## config.mk

```make
export PLATFORM = sky130hd
export DESIGN_NAME = axis_maxpool_engine
export DESIGN_NICKNAME = d
export VERILOG_FILES = /design/src/rtl/maxpool_pkg.sv /design/src/rtl/maxpool_lane_max.sv /design/src/rtl/axis_maxpool_engine.sv
export SDC_FILE = /design/constraint.sdc
export NUM_CORES = 2
export LEC_CHECK = 0
export CORE_MARGIN = 2
export CORE_UTILIZATION = 45
export CTS_BUF_LIST = sky130_fd_sc_hd__clkbuf_8
export DETAILED_ROUTE_END_ITERATION = 10
export PLACE_DENSITY = 0.81
export SLEW_MARGIN = 20
export SYNTH_ARGS = -nofsm -noshare
export SYNTH_HDL_FRONTEND = slang
export SYNTH_SLANG_ARGS = --single-unit
```

## constraint.sdc

```tcl
create_clock -name aclk -period 14.85 [get_ports aclk]
set_clock_uncertainty 0.15 [all_clocks]
set_input_delay 2.97 -clock aclk [delete_from_list [all_inputs] [get_ports aclk]]
set_output_delay 2.97 -clock aclk [all_outputs]
set_load 0.01 [all_outputs]
```

## src/rtl/maxpool_pkg.sv

```systemverilog
// Shared constants and types for the int8 2x2 max-pool engine: cgu geometry,
// tuser bit positions and the pooling phase encoding.
package maxpool_pkg;

  localparam int UNITS          = 8;
  localparam int GROUPS         = 2;
  localparam int COPIES         = 2;
  localparam int WORD_WIDTH     = 8;
  localparam int BITS_CONV_CORE = 5;

  localparam int I_IS_3X3             = BITS_CONV_CORE + 0;
  localparam int I_MAXPOOL_IS_MAX     = BITS_CONV_CORE + 1;
  localparam int I_MAXPOOL_IS_NOT_MAX = BITS_CONV_CORE + 2;
  localparam int TUSER_WIDTH          = BITS_CONV_CORE + 3;

  localparam int N_WORDS    = COPIES * GROUPS * UNITS;
  localparam int DATA_WIDTH = N_WORDS * WORD_WIDTH;
  // One pooled word per vertical unit pair across every (copy, group).
  localparam int N_PAIRS    = COPIES * GROUPS * (UNITS / 2);

  typedef logic signed [WORD_WIDTH-1:0] word_t;

  typedef enum logic [1:0] {PH0, PH1, PH2, PH3} phase_t;

endpackage

```

## src/rtl/maxpool_lane_max.sv

```systemverilog
// Combinational signed max over N independent word pairs: y[i] = max(a[i], b[i]).
module maxpool_lane_max
  import maxpool_pkg::*;
#(
  parameter int N = N_PAIRS
) (
  input  logic [N*WORD_WIDTH-1:0] a_i,
  input  logic [N*WORD_WIDTH-1:0] b_i,
  output logic [N*WORD_WIDTH-1:0] y_o
);

  for (genvar i = 0; i < N; i++) begin : g_lane
    word_t a_w;
    word_t b_w;
    assign a_w = word_t'(a_i[i*WORD_WIDTH +: WORD_WIDTH]);
    assign b_w = word_t'(b_i[i*WORD_WIDTH +: WORD_WIDTH]);
    assign y_o[i*WORD_WIDTH +: WORD_WIDTH] = (a_w > b_w) ? a_w : b_w;
  end

endmodule

```

## src/rtl/axis_maxpool_engine.sv

```systemverilog
// AXI-Stream int8 2x2 max-pool (vertical = unit pairs, horizontal = beat pairs) with PASS bypass.
// Build option MAXPOOL_SKID_BUFFER_EN: registered s_axis_tready backed by a 2-entry output skid buffer.
module axis_maxpool_engine
  import maxpool_pkg::*;
(
  input  logic                   aclk,
  input  logic                   aresetn,
  input  logic                   s_axis_tvalid,
  output logic                   s_axis_tready,
  input  logic [DATA_WIDTH-1:0]  s_axis_tdata,
  input  logic [TUSER_WIDTH-1:0] s_axis_tuser,
  input  logic                   s_axis_tlast,
  output logic                   m_axis_tvalid,
  input  logic                   m_axis_tready,
  output logic [DATA_WIDTH-1:0]  m_axis_tdata,
  output logic [TUSER_WIDTH-1:0] m_axis_tuser,
  output logic                   m_axis_tlast
);

  localparam int HALF = UNITS / 2;
  localparam int PW   = N_PAIRS * WORD_WIDTH;

  phase_t                 phase_q, phase_d;
  logic [PW-1:0]          hreg_q, hreg_d, lo_q, lo_d;
  logic [PW-1:0]          x_even, x_odd, v, h_a, h_y, pool_lo, pool_hi;
  logic [DATA_WIDTH-1:0]  pool_data, new_data;
  logic                   accept, is_pool, emit, load_new;

  logic                   out_valid_q, out_last_q;
  logic [DATA_WIDTH-1:0]  out_data_q;
  logic [TUSER_WIDTH-1:0] out_user_q;

  // tdata holds unit 0 of (copy 0, group 0) in the MSB word; pair vectors are LSB-first.
  for (genvar cg = 0; cg < COPIES * GROUPS; cg++) begin : g_cg
    for (genvar k = 0; k < HALF; k++) begin : g_k
      localparam int P = cg * HALF + k;
      localparam int E = cg * UNITS + 2 * k;
      assign x_even[P*WORD_WIDTH +: WORD_WIDTH] = s_axis_tdata[(N_WORDS-1-E)*WORD_WIDTH +: WORD_WIDTH];
      assign x_odd[P*WORD_WIDTH +: WORD_WIDTH]  = s_axis_tdata[(N_WORDS-2-E)*WORD_WIDTH +: WORD_WIDTH];
      assign pool_data[(N_WORDS-1-(cg*UNITS+k))*WORD_WIDTH +: WORD_WIDTH]      = pool_lo[P*WORD_WIDTH +: WORD_WIDTH];
      assign pool_data[(N_WORDS-1-(cg*UNITS+HALF+k))*WORD_WIDTH +: WORD_WIDTH] = pool_hi[P*WORD_WIDTH +: WORD_WIDTH];
    end
  end

  maxpool_lane_max #(.N(N_PAIRS)) u_vert (
    .a_i (x_even),
    .b_i (x_odd),
    .y_o (v)
  );

  // On an opening beat (PH0/PH2) the horizontal pair degenerates to max(v, v),
  // which is exactly how a tlast there closes the window.
  assign h_a = (phase_q == PH1 || phase_q == PH3) ? hreg_q : v;

  maxpool_lane_max #(.N(N_PAIRS)) u_horz (
    .a_i (h_a),
    .b_i (v),
    .y_o (h_y)
  );

  assign pool_lo  = (phase_q == PH2 || phase_q == PH3) ? lo_q : h_y;
  assign pool_hi  = (phase_q == PH2 || phase_q == PH3) ? h_y  : '0;
  assign is_pool  = s_axis_tuser[I_MAXPOOL_IS_MAX];
  assign new_data = is_pool ? pool_data : s_axis_tdata;
  assign accept   = s_axis_tvalid && s_axis_tready;
  assign load_new = accept && emit;

  always_comb begin
    phase_d = phase_q;
    hreg_d  = hreg_q;
    lo_d    = lo_q;
    emit    = 1'b0;
    if (accept) begin
      if (!is_pool) begin
        emit    = 1'b1;
        phase_d = PH0;
      end else begin
        unique case (phase_q)
          PH0: if (s_axis_tlast) emit = 1'b1;
               else begin hreg_d = v; phase_d = PH1; end
          PH1: if (s_axis_tlast) begin emit = 1'b1; phase_d = PH0; end
               else begin lo_d = h_y; phase_d = PH2; end
          PH2: if (s_axis_tlast) begin emit = 1'b1; phase_d = PH0; end
               else begin hreg_d = v; phase_d = PH3; end
          PH3: begin emit = 1'b1; phase_d = PH0; end
        endcase
      end
    end
  end

  always_ff @(posedge aclk) begin
    if (aresetn) begin
      phase_q <= PH0;
      hreg_q  <= '0;
      lo_q    <= '0;
    end else begin
      phase_q <= phase_d;
      hreg_q  <= hreg_d;
      lo_q    <= lo_d;
    end
  end

  // Handshake: a beat moves on a port only in a cycle where valid && ready; a
  // presented output (valid, data, user, last) holds unchanged until taken.
`ifdef MAXPOOL_SKID_BUFFER_EN
  logic                   ready_q, sk_valid_q, sk_last_q;
  logic [DATA_WIDTH-1:0]  sk_data_q;
  logic [TUSER_WIDTH-1:0] sk_user_q;

  assign s_axis_tready = ready_q;

  always_ff @(posedge aclk) begin
    if (aresetn) begin
      ready_q     <= 1'b1;
      sk_valid_q  <= 1'b0;
      sk_data_q   <= '0;
      sk_user_q   <= '0;
      sk_last_q   <= 1'b0;
      out_valid_q <= 1'b0;
      out_data_q  <= '0;
      out_user_q  <= '0;
      out_last_q  <= 1'b0;
    end else if (sk_valid_q) begin
      // Skid full means ready_q is low, so no new result can arrive this cycle.
      if (m_axis_tready) begin
        out_data_q <= sk_data_q;
        out_user_q <= sk_user_q;
        out_last_q <= sk_last_q;
        sk_valid_q <= 1'b0;
        ready_q    <= 1'b1;
      end
    end else if (!out_valid_q || m_axis_tready) begin
      out_valid_q <= load_new;
      if (load_new) begin
        out_data_q <= new_data;
        out_user_q <= s_axis_tuser;
        out_last_q <= s_axis_tlast;
      end
    end else if (load_new) begin
      sk_data_q  <= new_data;
      sk_user_q  <= s_axis_tuser;
      sk_last_q  <= s_axis_tlast;
      sk_valid_q <= 1'b1;
      ready_q    <= 1'b0;
    end
  end
`else
  assign s_axis_tready = m_axis_tready || !out_valid_q;

  always_ff @(posedge aclk) begin
    if (aresetn) begin
      out_valid_q <= 1'b0;
      out_data_q  <= '0;
      out_user_q  <= '0;
      out_last_q  <= 1'b0;
    end else if (!out_valid_q || m_axis_tready) begin
      out_valid_q <= load_new;
      if (load_new) begin
        out_data_q <= new_data;
        out_user_q <= s_axis_tuser;
        out_last_q <= s_axis_tlast;
      end
    end
  end
`endif

  assign m_axis_tvalid = out_valid_q;
  assign m_axis_tdata  = out_data_q;
  assign m_axis_tuser  = out_user_q;
  assign m_axis_tlast  = out_last_q;

endmodule

```

==> out/metrics.yaml <==
setup_path:
  cp-end-kind: "flop"
  max_stage_delay_ns: 0.84
  reg2regPathDepth: 11
  crit_arrival_ns: 8.17
  r2r_start: "phase_q[0]"
  critPathLaunch: "s_axis_tdata[31]"
  cpMaxStageDelayCell: "o21ai_1"
  worstPathCellList: "clkdlybuf4s50_1, ha_1, nand4_1, nor2_1, a21oi_1, a21boi_0, mux2i_1, inv_1, mux2i_1, ha_1, nor2b_1, o21a_1, o21ai_0, a211oi_1, o21ai_1, mux2_2, a311oi_1"
  crit_fanout: 13
  start_kind: "input pin"
  r2r_slack_ns: 9.96
  cp-endpoint: "m_axis_tdata[9]"
  crit_required_ns: 15.29
  critical_path_class: "in -> reg"
  reg2reg_to: "m_axis_tdata[144]"
layout:
  fillers: 6875
  mostFrequentLayoutCell: "clkdlybuf4s50_1"
  stdcell_count: 5677
  layout.nets: 5133
  layout-drive-gt1-share_pct: 7.88
  area_delta_synth_final_pct: 22.7
  final_cell_mix: "533 x clkdlybuf4s50_1, 522 x dfxtp_1, 408 x nor2_1"
  final_area_um2: 42200
sta:
  slew_headroom_pct: 25.1
  worst_slew_pin_slew_ns: 1.12
  fmax_mhz: 129
  slew_viol_final: 0
  min_period_ns: 7.73
  hold_violations: 0
  min_period_over_period_pct: 52.1
  fin_tns_setup_ns: 0
  rsz0062_at_grt: "no"
  setup_viol: 0
floorplanning:
  die_x_um: 280
  die_h_um: 280
  num_rows: 101
  pin_count: 536
  core_region_area_um2: 75800
  die-area_um2: 78700
  initial_core_util_pct: 45.4
global_routing:
  grt_pass1_vias: 33000
  grt_overflow: 0
  antenna_found_initial: 15
  grtUsageTotal_pct: 30.4
  grt_pass1_wl_um: 191000
  grt_max_degree: 209
placement:
  placed_cells: 5489
  place.gp.congestion: 0.947
  port_buffers: 535
  post-dp-hpwl_um: 86800
  placed_area_um2: 40100
cts:
  post_cts_buffers: 0
  clk_pin_slew_ns: 0.06
  clkLatencyLatePin_ns: 0.70
  h-tree-depth: 3
  hold_buffers: 0
  cts_sinks: 524
  cts-root-buf: "clkbuf_8"
  cts_buffers: 94
  clock_path_buffers: 3
  cts_tree: "yes"
  cts_resized: 0
route:
  wl_um: 126000
  vias: 35900
  drc: 0
  initialDrtViolationCount: 3664
  via_per_inst: 6.32
  wl_per_cell_um: 22.2
  dr.pass1.iters: 8
  ant_nets: 0
yosys:
  synthCells: 4280
  synth_edf_count: 0
  synth_area_per_cell_um2: 8.04
  seq_area_frac_synth_pct: 30.5
  synth_top_family_by_area: "compound AO/OA/AOI/OAI gates"
  ys.warnings.count: 0
  synth-seq-cells: 524
  async_flop_share_pct: 0
  synth-adder-area-share_pct: 9.31
  synth_simple_gate_area_share_pct: 15.8
  synth_ff_type: "dfxtp_1"
  synth-compound-area-share_pct: 30.3
  synth.area.mux_share_pct: 7.10
  ys_types: 73
  synth_nets: 4805
  syn-cell-area_um2: 34400
  yosys.area_share.xor_xnor_pct: 0
pwr:
  total_power_mw: 4.37
  power.density_nw_per_um2: 104
  vdd_drop_max_mv: 0.0716
  p_leak_nw: 16.7
run_status:
  outcome: "finished clean"
worst_hold_path:
  hp-class: "reg -> reg"
  hold_depth: 2
job:
  timing.max_cap.violations: 0
metrics by stage:
| step | worst slack (ns) | hold slack [ns] | util [%] |
|---|---|---|---|
| after floorplan | 8.03 | 0.266 | - |
| after global placement | 6.42 | 0.277 | 52.8 |
| final | 7.12 | 0.291 | 55.7 |
| after global routing | 6.83 | 0.320 | 55.7 |
| after CTS | 7.16 | 0.294 | 55.6 |
| after detailed placement | 6.43 | 0.285 | 52.8 |
per-layer routing:
metal	global-route usage, %	share of wire (%)	wire, um	vias up
met1	40.2	41	51900	17000
met4	14.6	4.6	5760	8
met5	0	0.038	48	-
li1	-	-	-	16700
met3	6.68	10	13000	360
met2	46.8	44	55300	1892
cell families after synthesis:
| family | count (synthesis) |
|---|---|
| muxes | 229 |
| AOI/OAI and AO/OA | 1461 |
| and+or+nand+nor | 1185 |
| adders and majority gates | 256 |
| buffers and inverters | 625 |
| DFF | 524 |
flip-flops by register name, summed over array words and instances, names as in the netlist:
name,count
phase_q,2
m_axis_tvalid,1
m_axis_tdata,256
m_axis_tlast,1
hreg_q,128
m_axis_tuser,8
lo_q,128
where the power goes:
part | total, mW | leakage [nW] | switching, mW | internal, mW
Clock | 1.52 | 1.15 | 0.666 | 0.855
Combinational | 1.31 | 11.3 | 0.756 | 0.558
Sequential | 1.54 | 4.28 | 0.0548 | 1.48
worst min path at each step:
stage / startpoint / end / slack (ns)
after detailed placement: lo_q[74] / lo_q[74] / 0.28
final: lo_q[74] / lo_q[74] / 0.29
after CTS: lo_q[74] / lo_q[74] / 0.29
after floorplan: lo_q[96] / lo_q[96] / 0.27
after global placement: lo_q[96] / lo_q[96] / 0.28
after global routing: lo_q[74] / lo_q[74] / 0.32
critical path, delay by kind of cell:
kind | cells | cell delay (ns)
AO/OA/AOI/OAI | 7 | 2.33
buffers and inverters | 2 | 0.73
adder cells (fa/ha/maj) | 2 | 0.70
multiplexers | 3 | 1.08
AND/OR/NAND/NOR | 3 | 0.35
synthesized netlist by cell type, types with 49 or more instances:
| cell type | number | area share [%] |
|---|---|---|
| ha_1 | 256 | 9.3 |
| nand2b_1 | 53 | 0.96 |
| o21a_1 | 61 | 1.3 |
| a32oi_1 | 59 | 1.5 |
| o22ai_1 | 84 | 1.5 |
| a221oi_1 | 55 | 1.4 |
| nor2_1 | 411 | 4.5 |
| a21o_1 | 54 | 1.2 |
| dfxtp_1 | 524 | 30 |
| mux2i_1 | 122 | 3.6 |
| clkbuf_1 | 262 | 2.9 |
| a21oi_1 | 204 | 3.0 |
| a211oi_1 | 156 | 3.4 |
| mux2_2 | 100 | 3.3 |
| nor2b_1 | 49 | 0.89 |
| nand2_1 | 308 | 3.4 |
| nand3_1 | 92 | 1.3 |
| o21ai_0 | 296 | 4.3 |
| nor3_1 | 104 | 1.5 |
| inv_1 | 281 | 3.1 |
| nand4_1 | 52 | 0.95 |
layout make-up:
cell class | count | area (um2) | share of cell area (%)
multi-input cells | 3131 | 21600 | 51.2
clock inverters | 54 | 480 | 1.14
well taps | 978 | 1220 | 2.90
repair buffers | 568 | 5660 | 13.4
flip-flops and latches | 524 | 10500 | 24.9
clock buffers | 117 | 1610 | 3.81
diodes | 16 | 40.0 | 0.0948
inverters | 289 | 1090 | 2.59
Note: power is estimated with default switching activity, not from simulation.
